## config.mk

```make
export PLATFORM = sky130hd
export DESIGN_NAME = pc_gen_flat
export DESIGN_NICKNAME = d
export VERILOG_FILES = /design/src/rtl/pc_gen_pkg.sv /design/src/rtl/pc_gen_if.sv /design/src/rtl/pc_gen_redir_arb.sv /design/src/rtl/pc_gen.sv /design/src/flat_wrapper.sv
export SDC_FILE = /design/constraint.sdc
export NUM_CORES = 1
export LEC_CHECK = 0
export CORE_MARGIN = 2
export CORE_UTILIZATION = 35
export DETAILED_ROUTE_END_ITERATION = 10
export GPL_TIMING_DRIVEN = 0
export PLACE_DENSITY = 0.68
export SKIP_LAST_GASP = 1
export SYNTH_ARGS = -nofsm -noshare
export SYNTH_HDL_FRONTEND = slang
export SYNTH_SLANG_ARGS = --single-unit
```

## constraint.sdc

```tcl
create_clock -name clk -period 2.81 [get_ports clk]
set_input_delay 0.281 -clock clk [delete_from_list [all_inputs] [get_ports clk]]
set_output_delay 0.281 -clock clk [all_outputs]
set_load 0.01 [all_outputs]
```

## src/rtl/pc_gen_pkg.sv

```systemverilog
// Shared types and defaults for the fetch-stage PC generator.
// The output struct is sized for the default widths, which are the widest the top supports.
package pc_gen_pkg;

    localparam int DEF_XLEN    = 64;
    localparam int DEF_ILEN    = 32;
    localparam int DEF_PC_STEP = 4;

    typedef enum logic [1:0] {
        REQ  = 2'd0,
        WAIT = 2'd1,
        HOLD = 2'd2
    } fetch_state_e;

    typedef struct packed {
        logic [DEF_XLEN-1:0] pc;
        logic [DEF_ILEN-1:0] instr;
    } fetch_out_t;

endpackage

```

## src/rtl/pc_gen_if.sv

```systemverilog
// Instruction-bus and decode-side handshake bundle for pc_gen.
// master = fetch unit side, slave = ibus/decode environment side.
interface pc_gen_if #(
    parameter int XLEN = 64,
    parameter int ILEN = 32
) ();

    logic            ireq_valid;
    logic [XLEN-1:0] ireq_addr;
    logic            ireq_ready;
    logic            iresp_valid;
    logic [ILEN-1:0] iresp_data;
    logic            out_valid;
    logic [XLEN-1:0] out_pc;
    logic [ILEN-1:0] out_instr;
    logic            out_ready;

    modport master (
        output ireq_valid, ireq_addr, out_valid, out_pc, out_instr,
        input  ireq_ready, iresp_valid, iresp_data, out_ready
    );

    modport slave (
        input  ireq_valid, ireq_addr, out_valid, out_pc, out_instr,
        output ireq_ready, iresp_valid, iresp_data, out_ready
    );

endinterface

```

## src/rtl/pc_gen_redir_arb.sv

```systemverilog
// Fixed-priority redirect arbiter: lowest-index valid source wins, and its
// target is aligned down to a PC_STEP boundary.
module pc_gen_redir_arb #(
    parameter int XLEN      = 64,
    parameter int NUM_REDIR = 2,
    parameter int PC_STEP   = 4
) (
    input  logic [NUM_REDIR-1:0]      redir_valid,
    input  logic [NUM_REDIR*XLEN-1:0] redir_pc,
    output logic                      sel_valid,
    output logic [XLEN-1:0]           sel_pc
);

    localparam logic [XLEN-1:0] ALIGN_MASK = ~(XLEN'(PC_STEP) - XLEN'(1));

    logic [XLEN-1:0] raw_pc;

    // Scan from the lowest priority upward so the highest-priority hit is written last.
    always_comb begin
        sel_valid = 1'b0;
        raw_pc    = '0;
        for (int i = NUM_REDIR - 1; i >= 0; i--) begin
            if (redir_valid[i]) begin
                sel_valid = 1'b1;
                raw_pc    = redir_pc[i*XLEN +: XLEN];
            end
        end
        sel_pc = raw_pc & ALIGN_MASK;
    end

endmodule

```

## src/rtl/pc_gen.sv

```systemverilog
// Fetch PC generator: one outstanding ibus request at a time, redirect arbitration,
// kill of in-flight responses, and a valid/ready hand-off of {pc, instr} to decode.
module pc_gen
    import pc_gen_pkg::*;
#(
    parameter int              XLEN      = DEF_XLEN,
    parameter int              ILEN      = DEF_ILEN,
    parameter int              NUM_REDIR = 2,
    parameter logic [XLEN-1:0] RESET_PC  = XLEN'(64'h8000_0000),
    parameter int              PC_STEP   = DEF_PC_STEP
) (
    input  logic                      clk,
    input  logic                      resetn,
    input  logic [NUM_REDIR-1:0]      redir_valid,
    input  logic [NUM_REDIR*XLEN-1:0] redir_pc,
    pc_gen_if.master                  bus
);

    fetch_state_e    state_q, state_d;
    logic [XLEN-1:0] pc_q, pc_d;
    logic            kill_q, kill_d;
    logic            pend_q, pend_d;
    fetch_out_t      out_q, out_d;

    logic            redir_hit;
    logic [XLEN-1:0] redir_target;

    pc_gen_redir_arb #(
        .XLEN      (XLEN),
        .NUM_REDIR (NUM_REDIR),
        .PC_STEP   (PC_STEP)
    ) u_redir_arb (
        .redir_valid (redir_valid),
        .redir_pc    (redir_pc),
        .sel_valid   (redir_hit),
        .sel_pc      (redir_target)
    );

    always_ff @(posedge clk or negedge resetn) begin
        if (!resetn) begin
            state_q <= REQ;
            pc_q    <= RESET_PC;
            kill_q  <= 1'b0;
            pend_q  <= 1'b0;
            out_q   <= '0;
        end else begin
            state_q <= state_d;
            pc_q    <= pc_d;
            kill_q  <= kill_d;
            pend_q  <= pend_d;
            out_q   <= out_d;
        end
    end

    // A redirect always wins the PC; kill_q marks an accepted request whose data must be dropped.
    always_comb begin
        state_d = state_q;
        pc_d    = pc_q;
        kill_d  = kill_q;
        pend_d  = pend_q;
        out_d   = out_q;

        case (state_q)
            REQ: begin
                if (bus.ireq_ready) begin
                    state_d = WAIT;
                    kill_d  = redir_hit;
                end
            end
            WAIT: begin
                if (bus.iresp_valid) begin
                    state_d = REQ;
                    kill_d  = 1'b0;
                    if (!kill_q && !redir_hit) begin
                        out_d.pc    = DEF_XLEN'(pc_q);
                        out_d.instr = DEF_ILEN'(bus.iresp_data);
                        pend_d      = 1'b1;
                        pc_d        = pc_q + XLEN'(PC_STEP);
                        state_d     = HOLD;
                    end
                end else if (redir_hit) begin
                    kill_d = 1'b1;
                end
            end
            HOLD: begin
                if (redir_hit || bus.out_ready) begin
                    pend_d  = 1'b0;
                    state_d = REQ;
                end
            end
            default: begin
                state_d = REQ;
            end
        endcase

        if (redir_hit) begin
            pc_d = redir_target;
        end
    end

    assign bus.ireq_valid = resetn && (state_q == REQ);
    assign bus.ireq_addr  = pc_q;
    assign bus.out_valid  = pend_q;
    assign bus.out_pc     = XLEN'(out_q.pc);
    assign bus.out_instr  = ILEN'(out_q.instr);

endmodule

```

## src/flat_wrapper.sv

```systemverilog
// flat-port wrapper written by rule: the top's interface ports become plain ports
module pc_gen_flat import pc_gen_pkg::*;
#(
    parameter int              XLEN      = DEF_XLEN,
    parameter int              ILEN      = DEF_ILEN,
    parameter int              NUM_REDIR = 2,
    parameter logic [XLEN-1:0] RESET_PC  = XLEN'(64'h8000_0000),
    parameter int              PC_STEP   = DEF_PC_STEP
)
  (clk, resetn, redir_valid, redir_pc, bus_ireq_valid, bus_ireq_addr, bus_out_valid, bus_out_pc, bus_out_instr, bus_ireq_ready, bus_iresp_valid, bus_iresp_data, bus_out_ready);
  pc_gen_if #(.XLEN(XLEN), .ILEN(ILEN)) bus_i ();
  input  logic clk;
  input  logic resetn;
  input  logic [NUM_REDIR-1:0] redir_valid;
  input  logic [NUM_REDIR*XLEN-1:0] redir_pc;
  output wire logic [$bits(bus_i.ireq_valid)-1:0] bus_ireq_valid;
  output wire logic [$bits(bus_i.ireq_addr)-1:0] bus_ireq_addr;
  output wire logic [$bits(bus_i.out_valid)-1:0] bus_out_valid;
  output wire logic [$bits(bus_i.out_pc)-1:0] bus_out_pc;
  output wire logic [$bits(bus_i.out_instr)-1:0] bus_out_instr;
  input wire logic [$bits(bus_i.ireq_ready)-1:0] bus_ireq_ready;
  input wire logic [$bits(bus_i.iresp_valid)-1:0] bus_iresp_valid;
  input wire logic [$bits(bus_i.iresp_data)-1:0] bus_iresp_data;
  input wire logic [$bits(bus_i.out_ready)-1:0] bus_out_ready;
  assign bus_ireq_valid = bus_i.ireq_valid;
  assign bus_ireq_addr = bus_i.ireq_addr;
  assign bus_out_valid = bus_i.out_valid;
  assign bus_out_pc = bus_i.out_pc;
  assign bus_out_instr = bus_i.out_instr;
  assign bus_i.ireq_ready = bus_ireq_ready;
  assign bus_i.iresp_valid = bus_iresp_valid;
  assign bus_i.iresp_data = bus_iresp_data;
  assign bus_i.out_ready = bus_out_ready;
  pc_gen #(.XLEN(XLEN), .ILEN(ILEN), .NUM_REDIR(NUM_REDIR), .RESET_PC(RESET_PC), .PC_STEP(PC_STEP)) u_core (.clk(clk), .resetn(resetn), .redir_valid(redir_valid), .redir_pc(redir_pc), .bus(bus_i));
endmodule
```

==> results of run 1 <==
==> repair_timing <==
item | in CTS | in global routing
endpoints found under the hold margin | 77 | 0
setup endpoints to repair | 10 | 58
gates cloned | 0 | 0
resized for setup | 6 | 4
pin swaps | 0 | 1
hold buffers | 2 | 0
==> sequential cells by signal, indices dropped and copies added, names as in the netlist <==
| signal | flops |
|---|---|
| u_core.bus.out_instr | 32 |
| u_core.state_q | 2 |
| u_core.bus.out_valid | 1 |
| u_core.kill_q | 1 |
| u_core.bus.ireq_addr | 62 |
| u_core.bus.out_pc | 62 |
==> through the flow <==
step | utilization, % | setup slack [ps] | instances | power [mW]
floorplan | - | 605 | 1005 | 4.50
detailed placement | 51.0 | -595 | 1644 | 6.49
global route | 53.7 | -48.5 | 1680 | 9.23
CTS | 53.7 | 51.7 | 1678 | 8.79
global placement | 50.9 | -5480 | 1643 | 6.43
finish | 53.7 | 58.9 | 1680 | 8.78
==> power by group through the flow <==
stage / sequential [mW] / clock, mW / combinational, mW
global route: 3.51 / 2.43 / 3.29
finish: 3.43 / 2.31 / 3.03
CTS: 3.43 / 2.32 / 3.05
detailed placement: 3.46 / 0 / 3.02
global placement: 3.44 / 0 / 2.98
floorplan: 3.69 / 0 / 0.809
==> worst max-delay path by stage <==
stage / from / end / cells past startpoint
after floorplan: u_core.bus.ireq_addr[2]$_DFFE_PN0P_ / u_core.bus.ireq_addr[60]$_DFFE_PN0P_ / 8
after global routing: u_core.bus.ireq_addr[2]$_DFFE_PN0P_ / u_core.bus.ireq_addr[60]$_DFFE_PN0P_ / 8
after CTS: u_core.bus.ireq_addr[3]$_DFFE_PN0P_ / u_core.bus.ireq_addr[60]$_DFFE_PN0P_ / 8
final: redir_valid[0] / u_core.bus.ireq_addr[43]$_DFFE_PN0P_ / 8
after global placement: resetn / u_core.bus.out_pc[19]$_DFFE_PN0P_ / 1
after detailed placement: redir_valid[0] / u_core.bus.ireq_addr[43]$_DFFE_PN0P_ / 8
==> cell usage in the layout, fill, tap and decap left out, types with 4 or more instances in the layout <==
master / count
clkdlybuf4s50_1: 318
nand2_1: 308
dfrtp_1: 157
o21ai_0: 79
nor2_1: 62
clkbuf_1: 49
a21oi_1: 48
o22ai_1: 41
nand3_1: 26
nand4_1: 23
and3_1: 22
a31oi_1: 18
clkbuf_16: 17
o2bb2ai_1: 14
inv_1: 14
nor3_1: 11
nor4_1: 10
and4_1: 9
buf_2: 8
mux2i_1: 8
a22oi_1: 8
and2_1: 6
inv_6: 6
nor2b_1: 5
o31a_1: 5
buf_4: 5
a41oi_1: 4
buf_1: 4
a22o_1: 4
conb_1: 4
clkinv_2: 4
==> tightest hold or removal path, cell delays in order <==
cell	delay, ps
clkdlybuf4s50_1	400
nand2_1	50
nand2_1	40
==> kinds of logic after synthesis <==
| logic type | Yosys count |
|---|---|
| buf+inv | 82 |
| fa+ha+maj | 1 |
| xor+xnor | 6 |
| simple gates | 503 |
| flops | 160 |
| compound gates | 241 |
| other cells | 1 |
| mux | 8 |
==> metal layers <==
layer	share of wire, %	routed length (microns)
met2	47	16700
met3	10	3580
met1	40	14400
met4	3.0	1080
met5	0	0
==> layout make-up <==
type	count	area (sq um)
Antenna cell	2	5.00
Buffer	67	289
Clock buffer	18	429
Clock inverter	14	129
Fill cell	2227	10800
Inverter	15	56.3
Multi-Input combinational cell	763	3920
Sequential cell	160	4010
Tap cell	319	399
Timing Repair Buffer	322	3260
==> results.cfg, run 1 <==
[timing]
setup_viol = 0
whs_ps = 366
hold_viol = 0
worstMarginPinSlew_ps = 1070
period_needed_ps = 2750
timing.slew.headroom_pct = 28.2
fin_setup_tns_ps = 0
finalClockSkew_ps = 8.80
rsz0062_at_grt = true
slew_viol_final = 0
fmax_mhz = 363
period_share_pct = 97.9

[worst_setup_path]
rr_startpoint = u_core.bus.ireq_addr[2]$_DFFE_PN0P_
critPathLaunchType = input pin
r2r_end = u_core.bus.ireq_addr[60]$_DFFE_PN0P_
crit_fanout = 10
rr_worst_depth = 8
cpPeakStageDelay_ps = 730
reg2reg_slack_ps = 100
crit_family = buffers and inverters
critPathKind = in -> reg
crit_arrival_ps = 3120
crit_buf_inv = 4
worst_setup_path_end_kind = flop
path_cells = clkbuf_1, inv_2, nand2_1, clkdlybuf4s15_2, buf_1, o22ai_1, o21ai_0, o2bb2ai_1
critPathSlowestCell = buf_1
critical_path_required_ps = 3170

[die]
rows = 56
dieWidth_microns = 157
core_sq_um = 23300
die-area_sq_um = 24800
ios = 329
die_height_microns = 157
start_util_pct = 35.4

[synthesis]
ys_seq_elements = 160
synth.area.top_cells = dfrtp_1, nand2_1, o21ai_0
yosysUniqueCellTypes = 58
synth_area_sq_um = 8230
synth_compound_gate_area_share_pct = 17.8
synth.most_common_cell = nand2_1
syn_inst = 1002
yosysTopAreaCell = dfrtp_1
synthFlopType = dfrtp_1
synth_edf_count = 0
async_reset_ff_share_pct = 100
synth_top_family_by_area = simple AND/OR/NAND/NOR gates
avgSynthCellArea_sq_um = 8.21
synth_top_cell_area_share_pct = 48.4
synthXorXnorAreaFrac_pct = 0.639
synth-simple-area-share_pct = 27.6
post_synth_fa_ha_maj_area_fraction_pct = 0.152
synth-seq-area-share_pct = 48.7
synthMuxAreaShare_pct = 0.973
yosysWarnings = 0
ys_top_cells_by_count = nand2_1, dfrtp_1, o21ai_0

[power_and_ir_drop]
p_sw_share_pct = 33.6
seq_power_share_pct = 39.1
leakagePower_nw = 5.33
pwr-share-clk_pct = 26.3
power.switching_mw = 2.94
combPwrFrac_pct = 34.6
p_int_mw = 5.83
power_density_nw_per_um2 = 702
vdd.ir_drop.worst_v = 0.000409

[drt]
via_count = 9178
drt_first_pass_iters = 7
drt_iter0_drc = 768
drtAntennaViolNets = 0
drc = 0
via_per_inst = 5.46
drt-total-wl_microns = 35700
wl_per_cell_microns = 21.3

[placed_design]
gp_congestion = 0.910
place_area_sq_um = 11900
dp_hpwl_microns = 26400
port_buffers = 319

[global_route]
use_met3_pct = 8.29
grt_pass1_vias = 8780
grt_max_degree = 85
use_met1_pct = 35.9
gr-max-usage-layer = met2
overflow = 0
use_met2_pct = 47.2
grt_pass1_wl_microns = 52600
antenna_found_initial = 2
grtUsageTotal_pct = 28.6

[final_layout]
final_area_sq_um = 12500
drive_gt1_share_pct = 4.93
area_delta_synth_final_pct = 51.9
nets = 1514

[hold_path]
holdPathEnd = u_core.bus.out_instr[28]$_DFFE_PN0P_
hp-class = in -> reg
hold-path-cell-count = 3
hp-start = bus_iresp_data[28]

[clock_tree]
cts_tree = done
cts.sinks = 160
cts-root-buf = clkbuf_16
post-cts-setup-buffers = 0
path_clk_slew_ps = 70
clockBufferDepth = 2
clk_latency_ps = 440
cts_inserted_buffers = 17
h-tree-depth = 4

[flow_run]
max-cap-violations = 0

[run_status]
status = finished, final reports clean
Note: power is estimated with default switching activity, not from simulation.
==> inputs of run 2 (changes only) <==
--- a/config.mk
+++ b/config.mk
@@ -6,11 +6,12 @@
 export NUM_CORES = 1
 export LEC_CHECK = 0
 export CORE_MARGIN = 2
-export CORE_UTILIZATION = 35
+export CORE_UTILIZATION = 44
 export DETAILED_ROUTE_END_ITERATION = 10
 export GPL_TIMING_DRIVEN = 0
-export PLACE_DENSITY = 0.68
+export PLACE_DENSITY = 0.82
 export SKIP_LAST_GASP = 1
 export SYNTH_ARGS = -nofsm -noshare
 export SYNTH_HDL_FRONTEND = slang
+export SYNTH_HIERARCHICAL = 1
 export SYNTH_SLANG_ARGS = --single-unit
==> run 2 against run 1 <==
Sequential cell count up 4. Power down 0.70%. Sequential power shrank 1%. Synthesized cell count is 24% lower. Clock skew is 1.8 ps lower. Wire length down 24%. Clock-buffer cell count unchanged. Die area decreased by 19%. Non-clock buffer count down 11.
==> results.cfg, run 2 <==
[final_layout]
area_delta_synth_final_pct = 51.3
seq_area_sq_um = 4110
layout_common_cells = clkdlybuf4s50_1, dfrtp_1, mux2_2
drive_gt1_share_pct = 15.9
multi_input_area_sq_um = 3930
final_common_cell = clkdlybuf4s50_1
fillers = 1460
num_antenna_cells = 0
final_area_sq_um = 12700
nets = 1278

[drt]
via_count = 7639
drt_iter0_drc = 522
drc = 0
wl_per_cell_microns = 20.0
drt-total-wl_microns = 27100
via_per_inst = 5.63
drtAntennaViolNets = 0
drt_first_pass_iters = 6

[die]
start_util_pct = 44.7
rows = 50
die_height_microns = 142
die-area_sq_um = 20100
ios = 329
dieWidth_microns = 142
core_sq_um = 18700

[clock_tree]
clk_latency_ps = 420
h-tree-depth = 4
cts_tree = done
clockBufferDepth = 2
cts_inserted_buffers = 17
path_clk_slew_ps = 70
cts-root-buf = clkbuf_16
cts.sinks = 164

[synthesis]
synth_top_cell_area_share_pct = 48.8
yosysTopAreaCell = dfrtp_1
synth.most_common_cell = dfrtp_1
async_reset_ff_share_pct = 100
avgSynthCellArea_sq_um = 11.0
synth_edf_count = 0
syn_inst = 760
synth-seq-area-share_pct = 49.1
ys_top_cells_by_count = dfrtp_1, mux2_2, nand2_1
synth.area.top_cells = dfrtp_1, mux2_2, a22o_1
yosysUniqueCellTypes = 50
yosysWarnings = 6
synth_area_sq_um = 8370
synthFlopType = dfrtp_1
ys_seq_elements = 164

[placed_design]
dp_slack_ps = -764
place_area_sq_um = 11900
gp_congestion = 0.919
port_buffers = 324
dp_hpwl_microns = 20200

[global_route]
grt_pass1_vias = 7571
grt_pass1_wl_microns = 41500
overflow = 0
grtUsageTotal_pct = 26.7
antenna_found_initial = 1
grt_max_degree = 99

[timing]
fmax_mhz = 361
timing.slew.headroom_pct = 43.6
hold_viol = 0
fin_setup_tns_ps = 0
finalClockSkew_ps = 7.03
period_share_pct = 98.5
whs_ps = 429
rsz0062_at_grt = false
fin_ws_ps = 41.4
worstMarginPinSlew_ps = 838
period_needed_ps = 2770
setup_viol = 0
slew_viol_final = 0

[worst_setup_path]
critical_path_required_ps = 3150
cpPeakStageDelay_ps = 740
crit_arrival_ps = 3110
crit_family = simple AND/OR/NAND/NOR gates
crit_fanout = 10
crit_buf_inv = 1
critPathLaunchType = flop
critPathSlowestCell = nor4_1
path_cells = nand4bb_4, buf_2, nor4_1, nand4_1, or3_1, a31oi_1
critPathKind = reg -> reg
worst_setup_path_end_kind = flop

[run_status]
status = finished, final reports clean

[power_and_ir_drop]
leakagePower_nw = 5.11
vdd.ir_drop.worst_v = 0.000515
power_density_nw_per_um2 = 688

[hold_path]
hp-class = in -> async

[flow_run]
max-cap-violations = 0
==> run 2: per-layer routing <==
layer | GRT usage [%] | wire length, microns
met1 | 33.3 | 10900
met2 | 45.6 | 13600
met3 | 7.29 | 2040
met4 | 8.16 | 575
met5 | 0 | 13
==> run 2: metrics by stage <==
stage / utilization (%) / power [mW] / instances
final: 67.7 / 8.71 / 1357
after global routing: 67.7 / 9.13 / 1357
after CTS: 67.5 / 8.79 / 1354
after detailed placement: 63.8 / 6.24 / 1320
after global placement: 63.7 / 6.15 / 1319
after floorplan: - / 4.44 / 761
==> run 2: kinds of logic after synthesis <==
| group | Yosys count | share of synthesized area, % |
|---|---|---|
| multiplexers | 105 | 14.1 |
| adder cells (fa/ha/maj) | 1 | 0.150 |
| AND/OR/NAND/NOR | 251 | 16.4 |
| XOR/XNOR | 41 | 4.29 |
| AO/OA/AOI/OAI | 142 | 11.8 |
| buffers and inverters | 55 | 4.20 |
| other | 1 | 0.0448 |
| flip-flops | 164 | 49.1 |
==> run 2: worst paths after layout <==
path,startpoint,to,slack [ps],cells past startpoint
max,u_core/state_q[1]$_DFFE_PN0P_,u_core/bus.ireq_addr[56]$_DFFE_PN0P_,40,6
min,resetn,u_core/bus.ireq_addr[31]$_DFFE_PN1P_,430,2
max reg2reg,u_core/state_q[1]$_DFFE_PN0P_,u_core/bus.ireq_addr[56]$_DFFE_PN0P_,40,6
min reg2reg,u_core/bus.out_pc[15]$_DFFE_PN0P_,u_core/bus.out_pc[15]$_DFFE_PN0P_,500,1
max in group asynchronous,resetn,u_core/bus.ireq_addr[21]$_DFFE_PN0P_,1830,3
min in group clk,bus_iresp_data[14],u_core/bus.out_instr[14]$_DFFE_PN0P_,470,2
==> run 2: area by class of cell <==
cell class / count / area share (%)
Multi-Input combinational cell: 542 / 31.1
Clock inverter: 14 / 1.58
Buffer: 48 / 2.58
Tap cell: 234 / 2.31
Sequential cell: 164 / 32.4
Timing Repair Buffer: 330 / 26.4
Inverter: 7 / 0.208
Clock buffer: 18 / 3.47
==> run 2: timing repair <==
action                                 CTS  global route
setup endpoints to repair               40             7
buffers inserted                         0             3
hold buffers                             2             0
endpoints found under the hold margin   66             0
gates resized for setup                  2             2
pin swaps                                0             2
==> run 2: power by group <==
group / leakage (nW) / switching (mW) / internal (mW)
combinational: 2.75 / 1.03 / 1.76
clock: 0.297 / 1.00 / 1.52
sequential: 2.06 / 0.427 / 2.97
==> run 2: worst register-to-register path, cell delays in order, from the launching register on <==
cell       delay, ps
dfrtp_1          460
nand4bb_4        290
buf_2            220
nor4_1           740
nand4_1          410
or3_1            420
a31oi_1          160
